--- config.mk ---
export PLATFORM = sky130hd
export DESIGN_NAME = alu_writeback
export DESIGN_NICKNAME = d
export VERILOG_FILES = /design/src/rtl/alu_writeback.sv
export SDC_FILE = /design/constraint.sdc
export NUM_CORES = 1
export LEC_CHECK = 0
export ABC_AREA = 1
export BUFFER_PORTS_ARGS = -buffer_cell sky130_fd_sc_hd__buf_2
export CAP_MARGIN = 15
export CORE_ASPECT_RATIO = 1.5
export CORE_UTILIZATION = 50
export CTS_CLUSTER_SIZE = 20
export DETAILED_ROUTE_END_ITERATION = 10
export GPL_TIMING_DRIVEN = 0
export MAX_ROUTING_LAYER = met4
export PLACE_DENSITY = 0.74
export SLEW_MARGIN = 20
export SYNTH_ARGS = -nofsm -noshare
export SYNTH_HDL_FRONTEND = slang
export SYNTH_SLANG_ARGS = --single-unit
--- constraint.sdc ---
create_clock -name clk -period 2.65 [get_ports clk]
set_input_delay 0.53 -clock clk [delete_from_list [all_inputs] [get_ports clk]]
set_output_delay 0.53 -clock clk [all_outputs]
set_load 0.005 [all_outputs]
--- src/rtl/alu_writeback.sv ---
// rtl/alu_writeback.sv - two-entry ALU result writeback queue with commit routing and bypass
module alu_writeback (
  input  logic        clk,
  input  logic        rst_n,
  input  logic        in_valid,
  output logic        in_ready,
  input  logic [15:0] in_result,
  input  logic [2:0]  in_op,
  input  logic [3:0]  in_dest,
  input  logic        wb_stall,
  output logic        rf_we,
  output logic [3:0]  rf_waddr,
  output logic [15:0] rf_wdata,
  output logic        pc_we,
  output logic [15:0] pc_wdata,
  output logic        fwd_valid,
  output logic [3:0]  fwd_dest,
  output logic [15:0] fwd_data,
  output logic [15:0] retired
);

  // Ops 101, 110 and 111 load the program counter instead of a register.
  function automatic logic is_pc_op(input logic [2:0] op);
    return op[2] & (op[1] | op[0]);
  endfunction

  logic [15:0] mem_result [2];
  logic [2:0]  mem_op     [2];
  logic [3:0]  mem_dest   [2];

  logic       wr_ptr;
  logic       rd_ptr;
  logic [1:0] count;
  logic       push;
  logic       pop;
  logic       newest;

  // Ready depends only on the registered occupancy, so a pop in the same
  // cycle never opens a slot for a push when the queue is full.
  assign in_ready = (count != 2'd2);
  assign push     = in_valid && in_ready;
  assign pop      = (count != 2'd0) && !wb_stall;
  assign newest   = ~wr_ptr;

  // Entry storage; contents are only observed through count-qualified paths.
  always_ff @(posedge clk) begin
    if (push) begin
      mem_result[wr_ptr] <= in_result;
      mem_op[wr_ptr]     <= in_op;
      mem_dest[wr_ptr]   <= in_dest;
    end
  end

  // Queue pointers, occupancy, retire counter and registered commit strobes.
  always_ff @(posedge clk or negedge rst_n) begin
    if (!rst_n) begin
      wr_ptr   <= 1'b0;
      rd_ptr   <= 1'b0;
      count    <= 2'd0;
      retired  <= 16'd0;
      rf_we    <= 1'b0;
      rf_waddr <= 4'd0;
      rf_wdata <= 16'd0;
      pc_we    <= 1'b0;
      pc_wdata <= 16'd0;
    end else begin
      rf_we <= 1'b0;
      pc_we <= 1'b0;
      if (push) begin
        wr_ptr <= ~wr_ptr;
      end
      if (pop) begin
        rd_ptr  <= ~rd_ptr;
        retired <= retired + 16'd1;
        if (is_pc_op(mem_op[rd_ptr])) begin
          pc_we    <= 1'b1;
          pc_wdata <= mem_result[rd_ptr];
        end else begin
          // r0 is hardwired to zero: the entry retires without a write strobe.
          rf_we    <= (mem_dest[rd_ptr] != 4'd0);
          rf_waddr <= mem_dest[rd_ptr];
          rf_wdata <= mem_result[rd_ptr];
        end
      end
      case ({push, pop})
        2'b10:   count <= count + 2'd1;
        2'b01:   count <= count - 2'd1;
        default: count <= count;
      endcase
    end
  end

  // Bypass the youngest queued entry when it will write a real register.
  always_comb begin
    fwd_valid = 1'b0;
    fwd_dest  = 4'd0;
    fwd_data  = 16'd0;
    if ((count != 2'd0) && !is_pc_op(mem_op[newest]) && (mem_dest[newest] != 4'd0)) begin
      fwd_valid = 1'b1;
      fwd_dest  = mem_dest[newest];
      fwd_data  = mem_result[newest];
    end
  end

endmodule
Word-level counts from Yosys, hierarchy flattened
Memories as Yosys holds them, arrays and structs flattened.
Cells that the tools add are included.

operators by class
  add/subtract/negate cells = 3
  $mul = 0
  div/mod/pow operators = 0
  magnitude comparators = 0
  equal/unequal tests = 3
  shift operators = 0
  muxes and demuxes = 10
  bitwise gates (word level) = 7
  reductions and logical operators = 12

operators with widths
  kind                     number
  $add A16 B1 Y16 const B  1
  $mux W16                 1
  $reduce_bool A4 Y1       2
  $mux W1                  7
  $logic_and A1 B1 Y1      4
  $mux W4                  1
  $pmux W2 S2              1
  $reduce_and A2 Y1        2
  $reduce_bool A2 Y1       2
  $not A1 Y1               3
  $add A2 B1 Y2 const B    1
  $and A1 B1 Y1            2
  $eq A2 B1 Y1 const B     1
  $eq A2 B2 Y1 const B     1
  $logic_not A1 Y1         2
  $ne A2 B2 Y1 const B     1
  $or A1 B1 Y1             2
  $sub A2 B1 Y2 const B    1

word-level totals
  flip-flop bits (word level) = 58
  bits in latches = 0
  memory bits (writable) = 46
  memory bits (read-only) = 0
  input bits = 27
  output and inout bits = 76
  logic and storage cells = 47
  memories = 3

memories
  memory      depth  bits a word  read ports  clocked after Yosys merged registers in  write ports  line  text
  mem_result  2      16           2           0                                        1            27    logic [15:0] mem_result [2];
  mem_dest    2      4            2           0                                        1            29    logic [3:0] mem_dest [2];
  mem_op      2      3            2           0                                        1            28    logic [2:0] mem_op [2];

Logic depth before layout (Yosys ltp)
Gate-level depths: netlist (run 1).
An unclocked memory read counts as a cell.

  word-level depth = 8
  mapped depth = 8
  depth with buffers taken out = 8

Least setup slack after synthesis (run 1)
Ideal clock, no wire load.

  path type = register to register
  start point = reg wr_ptr
  end point = mem mem_dest[0][0] (enable)
  library setup time = 0.403 ns
  arrival time = 1.813 ns
  required time = 2.247 ns
  path slack = 0.435 ns
  stages on the path, launching flop included = 5
  path buffers = 3
  clock period less this slack = 2.215 ns
  cell sequence = dfrtp_1 -> buf_6 -> buf_12 -> buf_4 -> nor2_1

RTL lines
  what                    line  text
  from (decl)             31    logic wr_ptr;
  from (signal assigned)  70    wr_ptr <= ~wr_ptr;
  to (decl)               29

No word-level cell before the write port.

Worst setup path after layout (run 1)
  start point = reg wr_ptr
  end point = out fwd_data[7]

between the ends
  cells in the longest elaborated chain, start to end = 8
  elaborated cells on any way between the ends = 11
  those cells by class = 1 x mux; 3 x bitwise; 4 x reduce/logical; 3 x memory

ends and longest elaborated chain
  what                              line  text
  $not A1 Y1 (*)                    43    assign newest = ~wr_ptr;
  $mem_v2 Z2 W3                     n/a
  $or A1 B1 Y1                      24    return op[2] & (op[1] | op[0]);
  $and A1 B1 Y1                     24
  $logic_not A1 Y1                  98    if ((count != 2'd0) && !is_pc_op(mem_op[newest]) && (mem_dest[newest] != 4'd0)) begin
  $logic_and A1 B1 Y1 (2 in a row)  98
  $mux W16 (*)                      98
  to (decl)                         18    output logic [15:0] fwd_data,

Mark *: on every way between the ends. The rest lies on a longest branch, timed or not.

==> run_results.csv, run 1 <==
group,metric,value,unit
clock_network,post_cts_buffers,0,
die,die_height,121.7,um
clock_network,clock-sinks,104,
power_and_ir_drop,power_leakage,2.917,nW
timing,period_needed,2.293,ns
grt,top_usage_layer,"met2",
critical_path,crit_path_start_kind,"flop",
die,dieArea,9952,um2
synthesis,syn_inst,475,
critical_path,path_max_fanout,10,
drt,firstDrtPassIters,6,
layout,drive_above_1_share,0.3035,
drt,wl,10080,um
critical_path,cp.arrival,1.76,ns
power_and_ir_drop,ir_drop,0.5877,mV
drt,drc,0,
placement,gp_congestion,0.8408,
drt,wl_per_cell,14.30,um
layout,fin_nets,617,
critical_path,r2r_setup_slack,0.84,ns
grt,gr-usage-met2,0.3714,
timing,fin_skew,0.005463,ns
layout,areaGrowthSynthToFinish,21.02,%
timing,tightest_slew,0.7426,ns
grt,grt_overflow,0,
power_and_ir_drop,power_density,1163,nW/um2
drt,drt_iter0_markers,272,
clock_network,post_cts_resized,0,
run,maxCapViolCount,0,
grt,grt_pass1_vias,3334,
grt,met1_usage,0.2675,
critical_path,end_kind,"primary output",
timing,final_max_slew_viol_count,0,
synthesis,synth_nets,504,
critical_path,critical_path_required,2.12,ns
clock_network,cts_hold_buffers,0,
timing,rsz0062_at_grt,"no",
clock_network,clock-root-buffer,"clkbuf_16",
placement,io_buffer_count,102,
synthesis,netlist_top_cells_area,"dfrtp_1, edfxtp_1, nand2_1, o21ai_2, inv_1",
timing,finalCritPeriodShare,0.8651,
clock_network,htreeDepth,3,
clock_network,clk_latency,0.34,ns
grt,antenna_found_initial,0,
synthesis,synth_top_area_share,0.3040,
grt,grt_max_degree,59,
layout,nFillCells,782,
grt,track_usage,0.2232,
hold_path,hold_class,"input pin to asynchronous set/reset pin",
drt,ant_nets,0,
die,die_w,81.79,um
clock_network,cts_buffer_depth,2,
die,start_util,0.5160,
timing,finalHoldViolations,0,
outcome,outcome,"finished clean",
die,core_area,9254,um2
drt,viasPerCell,5.028,
synthesis,synth_seq_area_share,0.5933,
layout,layout_common_cells,"nand2_1, buf_2, dfrtp_1",
synthesis,synth.distinct_cells,29,
grt,use_met3,0.03895,
timing,setup_tns,0,ns
layout,layout_commonest_cell,"nand2_1",
grt,grt_pass1_wl,16150,um
timing,timing.fmax,436.2,MHz
synthesis,ys_ff_latch,104,
synthesis,synth_area_leader_cell,"dfrtp_1",
drt,via_count,3545,
synthesis,syn_area,4775,um2
timing,setup-violations-final,0,
synthesis,syn_avg_cell_area,10.05,um2
synthesis,ys_warn_count,0,
clock_network,clkSlewWorstSetupHoldPaths,0.07,ns
layout,diodes,0,
placement,dpl.hpwl,7431,um
clock_network,cts_tree,"yes",
clock_network,cts_made_buffers,9,
critical_path,crit_type,"flop to primary output",
timing,holdWs,0.2484,ns
die,rows,43,
timing,slew_headroom,0.5049,
die,ios,103,
[routing by layer]
| metal | wire length [um] | up-vias |
|---|---|---|
| met5 | 0 | - |
| met4 | 87 | 0 |
| met3 | 436 | 6 |
| met2 | 5464 | 107 |
| met1 | 4095 | 1685 |
| li1 | - | 1747 |
[registers in the layout, summed over array words and instances (netlist names)]
name,flops
mem_op,6
pc_we,1
wr_ptr,1
mem_dest,8
rd_ptr,1
mem_result,32
retired,16
count,2
rf_wdata,16
pc_wdata,16
rf_we,1
rf_waddr,4
[final timing paths]
path                               start                end  cells after the start
max                               wr_ptr        fwd_data[7]                      8
min                                rst_n        pc_wdata[1]                      1
max reg2reg                     count[0]     mem_dest[1][3]                      4
min reg2reg                 pc_wdata[14]       pc_wdata[14]                      2
max in group asynchronous          rst_n         retired[1]                      1
min in group clk           in_result[14]  mem_result[0][14]                      1
[report_power, final]
part	internal [W]	switching [W]	total, W
logic	0.00108	0.00165	0.00273
registers	0.00223	0.000288	0.00251
clock network	0.000915	0.000562	0.00148
[Yosys cell counts]
cell,n
and2_1,1
nand4_1,6
ha_1,2
nor2_4,1
o21ai_0,6
nor2_8,1
mux2i_1,16
buf_2,6
o21ai_2,20
nor3_1,1
inv_2,2
nand2_2,5
nor2_2,11
edfxtp_1,46
nand2_4,4
buf_6,7
nor2_1,32
buf_12,1
xor2_1,6
o21ai_1,5
buf_4,2
a21oi_1,2
dfrtp_1,58
nand3_1,26
xnor2_1,5
inv_1,46
nand3b_1,1
nand3_4,2
nand2_1,154
[metrics by stage]
step | total power [W] | worst slack, ns | instance area (um2) | utilization | cells
after floorplan | 0.004274 | 0.4348 | 4775 | - | 475
after global placement | 0.005178 | -0.1239 | 5425 | 0.5863 | 689
after detailed placement | 0.005282 | 0.6761 | 5443 | 0.5882 | 689
after CTS | 0.006766 | 0.3220 | 5778 | 0.6244 | 705
after global routing | 0.007168 | 0.2058 | 5778 | 0.6244 | 705
final | 0.006718 | 0.3574 | 5778 | 0.6244 | 705
[critical path: stages (launching register included)]
cell and delay, ns:
dfrtp_1 0.38, buf_6 0.14, o21ai_1 0.18, nor2_1 0.08
nand2_2 0.09, nand3_4 0.13, buf_6 0.20, nor2_2 0.10
buf_2 0.12
[logic make-up (layout without fill, tap and decap cells)]
kind of cell             Yosys count  in the layout  synth area share
adder cells (fa/ha/maj)            2              2          0.005240
XOR/XNOR                          11             11           0.02018
multiplexers                      16             16           0.03354
AO/OA/AOI/OAI                     33             33           0.05031
flip-flops                       104            104            0.5933
buffers and inverters             64            182           0.06787
AND/OR/NAND/NOR                  245            245            0.2296
[layout make-up]
| type | count | area [um2] | share of cell area |
|---|---|---|---|
| flip-flops and latches | 104 | 2833 | 0.4903 |
| multi-input cells | 307 | 1633 | 0.2826 |
| repair buffers | 102 | 513.0 | 0.08878 |
| clock buffers | 9 | 225.2 | 0.03898 |
| inverters | 48 | 180.2 | 0.03118 |
| plain buffers | 16 | 143.9 | 0.02490 |
| well taps | 112 | 140.1 | 0.02425 |
| clock inverters | 7 | 110.1 | 0.01906 |
Note: power is estimated with default switching activity, not from simulation.
==> run 2: changes to the inputs <==
- clock period: 2.65 -> 2.35 ns (I/O delays scaled with it)
==> run_results.csv, run 2 (synthesis gave the netlist of run 1 again) <==
group,metric,value,unit
outcome,outcome,"finished clean",
drt,viasPerCell,5.027,
drt,drt_iter0_markers,236,
layout,final_cells,705,
clock_network,post_cts_buffers,0,
power_and_ir_drop,power_density,1309,nW/um2
placement,io_buffer_count,102,
die,rows,43,
clock_network,clock-sinks,104,
clock_network,clk_latency,0.34,ns
die,dieArea,9952,um2
clock_network,post_cts_resized,0,
run,maxCapViolCount,0,
timing,rsz0062_at_grt,"no",
timing,setup_ws,0.1191,ns
clock_network,cts_hold_buffers,0,
critical_path,crit_path_start_kind,"flop",
timing,final_max_slew_viol_count,0,
placement,gp_congestion,0.8408,
die,ios,103,
critical_path,startpoint,"wr_ptr",
critical_path,timing.rr.start,"count[0]",
grt,grt_max_degree,59,
drt,wl,10030,um
placement,place_inst,689,
placement,pre_cts_slack,0.4361,ns
critical_path,end_kind,"primary output",
layout,nFillCells,777,
layout,drive_above_1_share,0.3103,
drt,ant_nets,0,
hold_path,hold_class,"input pin to asynchronous set/reset pin",
drt,drc,0,
grt,grt_pass1_vias,3334,
timing,holdWs,0.1869,ns
timing,setup-violations-final,0,
clock_network,clock-root-buffer,"clkbuf_16",
layout,layout_commonest_cell,"nand2_1",
clock_network,clkSlewWorstSetupHoldPaths,0.07,ns
grt,grt_pass1_wl,16150,um
critical_path,critical_path_required,1.88,ns
timing,finalHoldViolations,0,
layout,layout_common_cells,"nand2_1, buf_2, dfrtp_1",
drt,wl_per_cell,14.23,um
timing,period_needed,2.231,ns
grt,antenna_found_initial,0,
grt,track_usage,0.2232,
timing,timing.fmax,448.3,MHz
power_and_ir_drop,power_leakage,2.922,nW
power_and_ir_drop,ir_drop,0.6632,mV
critical_path,r2r_setup_slack,0.53,ns
layout,fin_nets,617,
layout,top_register,"mem_result",
die,die_height,121.7,um
clock_network,cts_tree,"yes",
timing,slew_headroom,0.5075,
layout,utilization,0.6260,
die,die_w,81.79,um
placement,dpl.hpwl,7431,um
critical_path,path_max_fanout,10,
timing,tightest_slew,0.7388,ns
die,start_util,0.5160,
timing,fin_skew,0.005314,ns
drt,via_count,3544,
critical_path,crit_type,"flop to primary output",
grt,grt_overflow,0,
layout,largest_register_ff_count,32,
timing,finalCritPeriodShare,0.9493,
layout,diodes,0,
drt,firstDrtPassIters,4,
clock_network,cts_buffer_depth,2,
layout,areaGrowthSynthToFinish,21.33,%
critical_path,cp.arrival,1.76,ns
die,core_area,9254,um2
clock_network,cts_made_buffers,9,
clock_network,htreeDepth,3,
==> run 2: changes by cell type in the layout (fill, tap and decap cells not counted) <==
cell | before | now
o21ai_1 | 5 | 1
o21ai_2 | 20 | 24
==> run 2: power breakdown <==
group	switching [W]	total, W	internal [W]
Combinational	0.00187	0.00310	0.00123
Sequential	0.000324	0.00283	0.00251
Clock	0.000624	0.00166	0.00103
==> run 2: layout make-up <==
class | count | area, um2 | share of cell area
sequential | 104 | 2833 | 0.4890
buffer | 16 | 143.9 | 0.02484
clock buffer | 9 | 225.2 | 0.03888
clock inverter | 7 | 110.1 | 0.01901
inverter | 48 | 180.2 | 0.03110
timing repair buffer | 102 | 513.0 | 0.08855
multi-input combinational | 307 | 1648 | 0.2844
tap | 112 | 140.1 | 0.02419
==> run 2: final timing paths <==
kind                            depth (start not counted)                end
worst max-delay path                                    8        fwd_data[9]
worst min-delay path                                    1        pc_wdata[1]
worst max register to register                          4  mem_result[1][14]
worst min register to register                          2       pc_wdata[14]
max in group asynchronous                               1             wr_ptr
min in group clk                                        1  mem_result[0][14]
==> run 2: routing by layer <==
metal | global-route usage | part of all wire
met3 | 0.03895 | 0.039
met2 | 0.3714 | 0.54
met5 | - | 0
met1 | 0.2675 | 0.41
met4 | 0.08114 | 0.013
==> run 2: critical path: stages, from the launching register on <==
cell and delay, ns:
dfrtp_1 0.38, buf_6 0.15, inv_1 0.11, o21ai_0 0.11, nand2_2 0.11, nand3_4 0.15, buf_6 0.20, nor2_2 0.10
buf_2 0.12
==> run 2: stage by stage <==
| stage | cell area, um2 | power (W) | TNS, ns |
|---|---|---|---|
| 4_1_cts | 5778 | 0.007630 | 0 |
| 3_3_place_gp | 5425 | 0.005839 | -17.51 |
| 3_5_place_dp | 5443 | 0.005957 | 0 |
| 2_1_floorplan | 4775 | 0.004820 | 0 |
| 6_report | 5793 | 0.007586 | 0 |
| 5_1_grt | 5793 | 0.008107 | 0 |
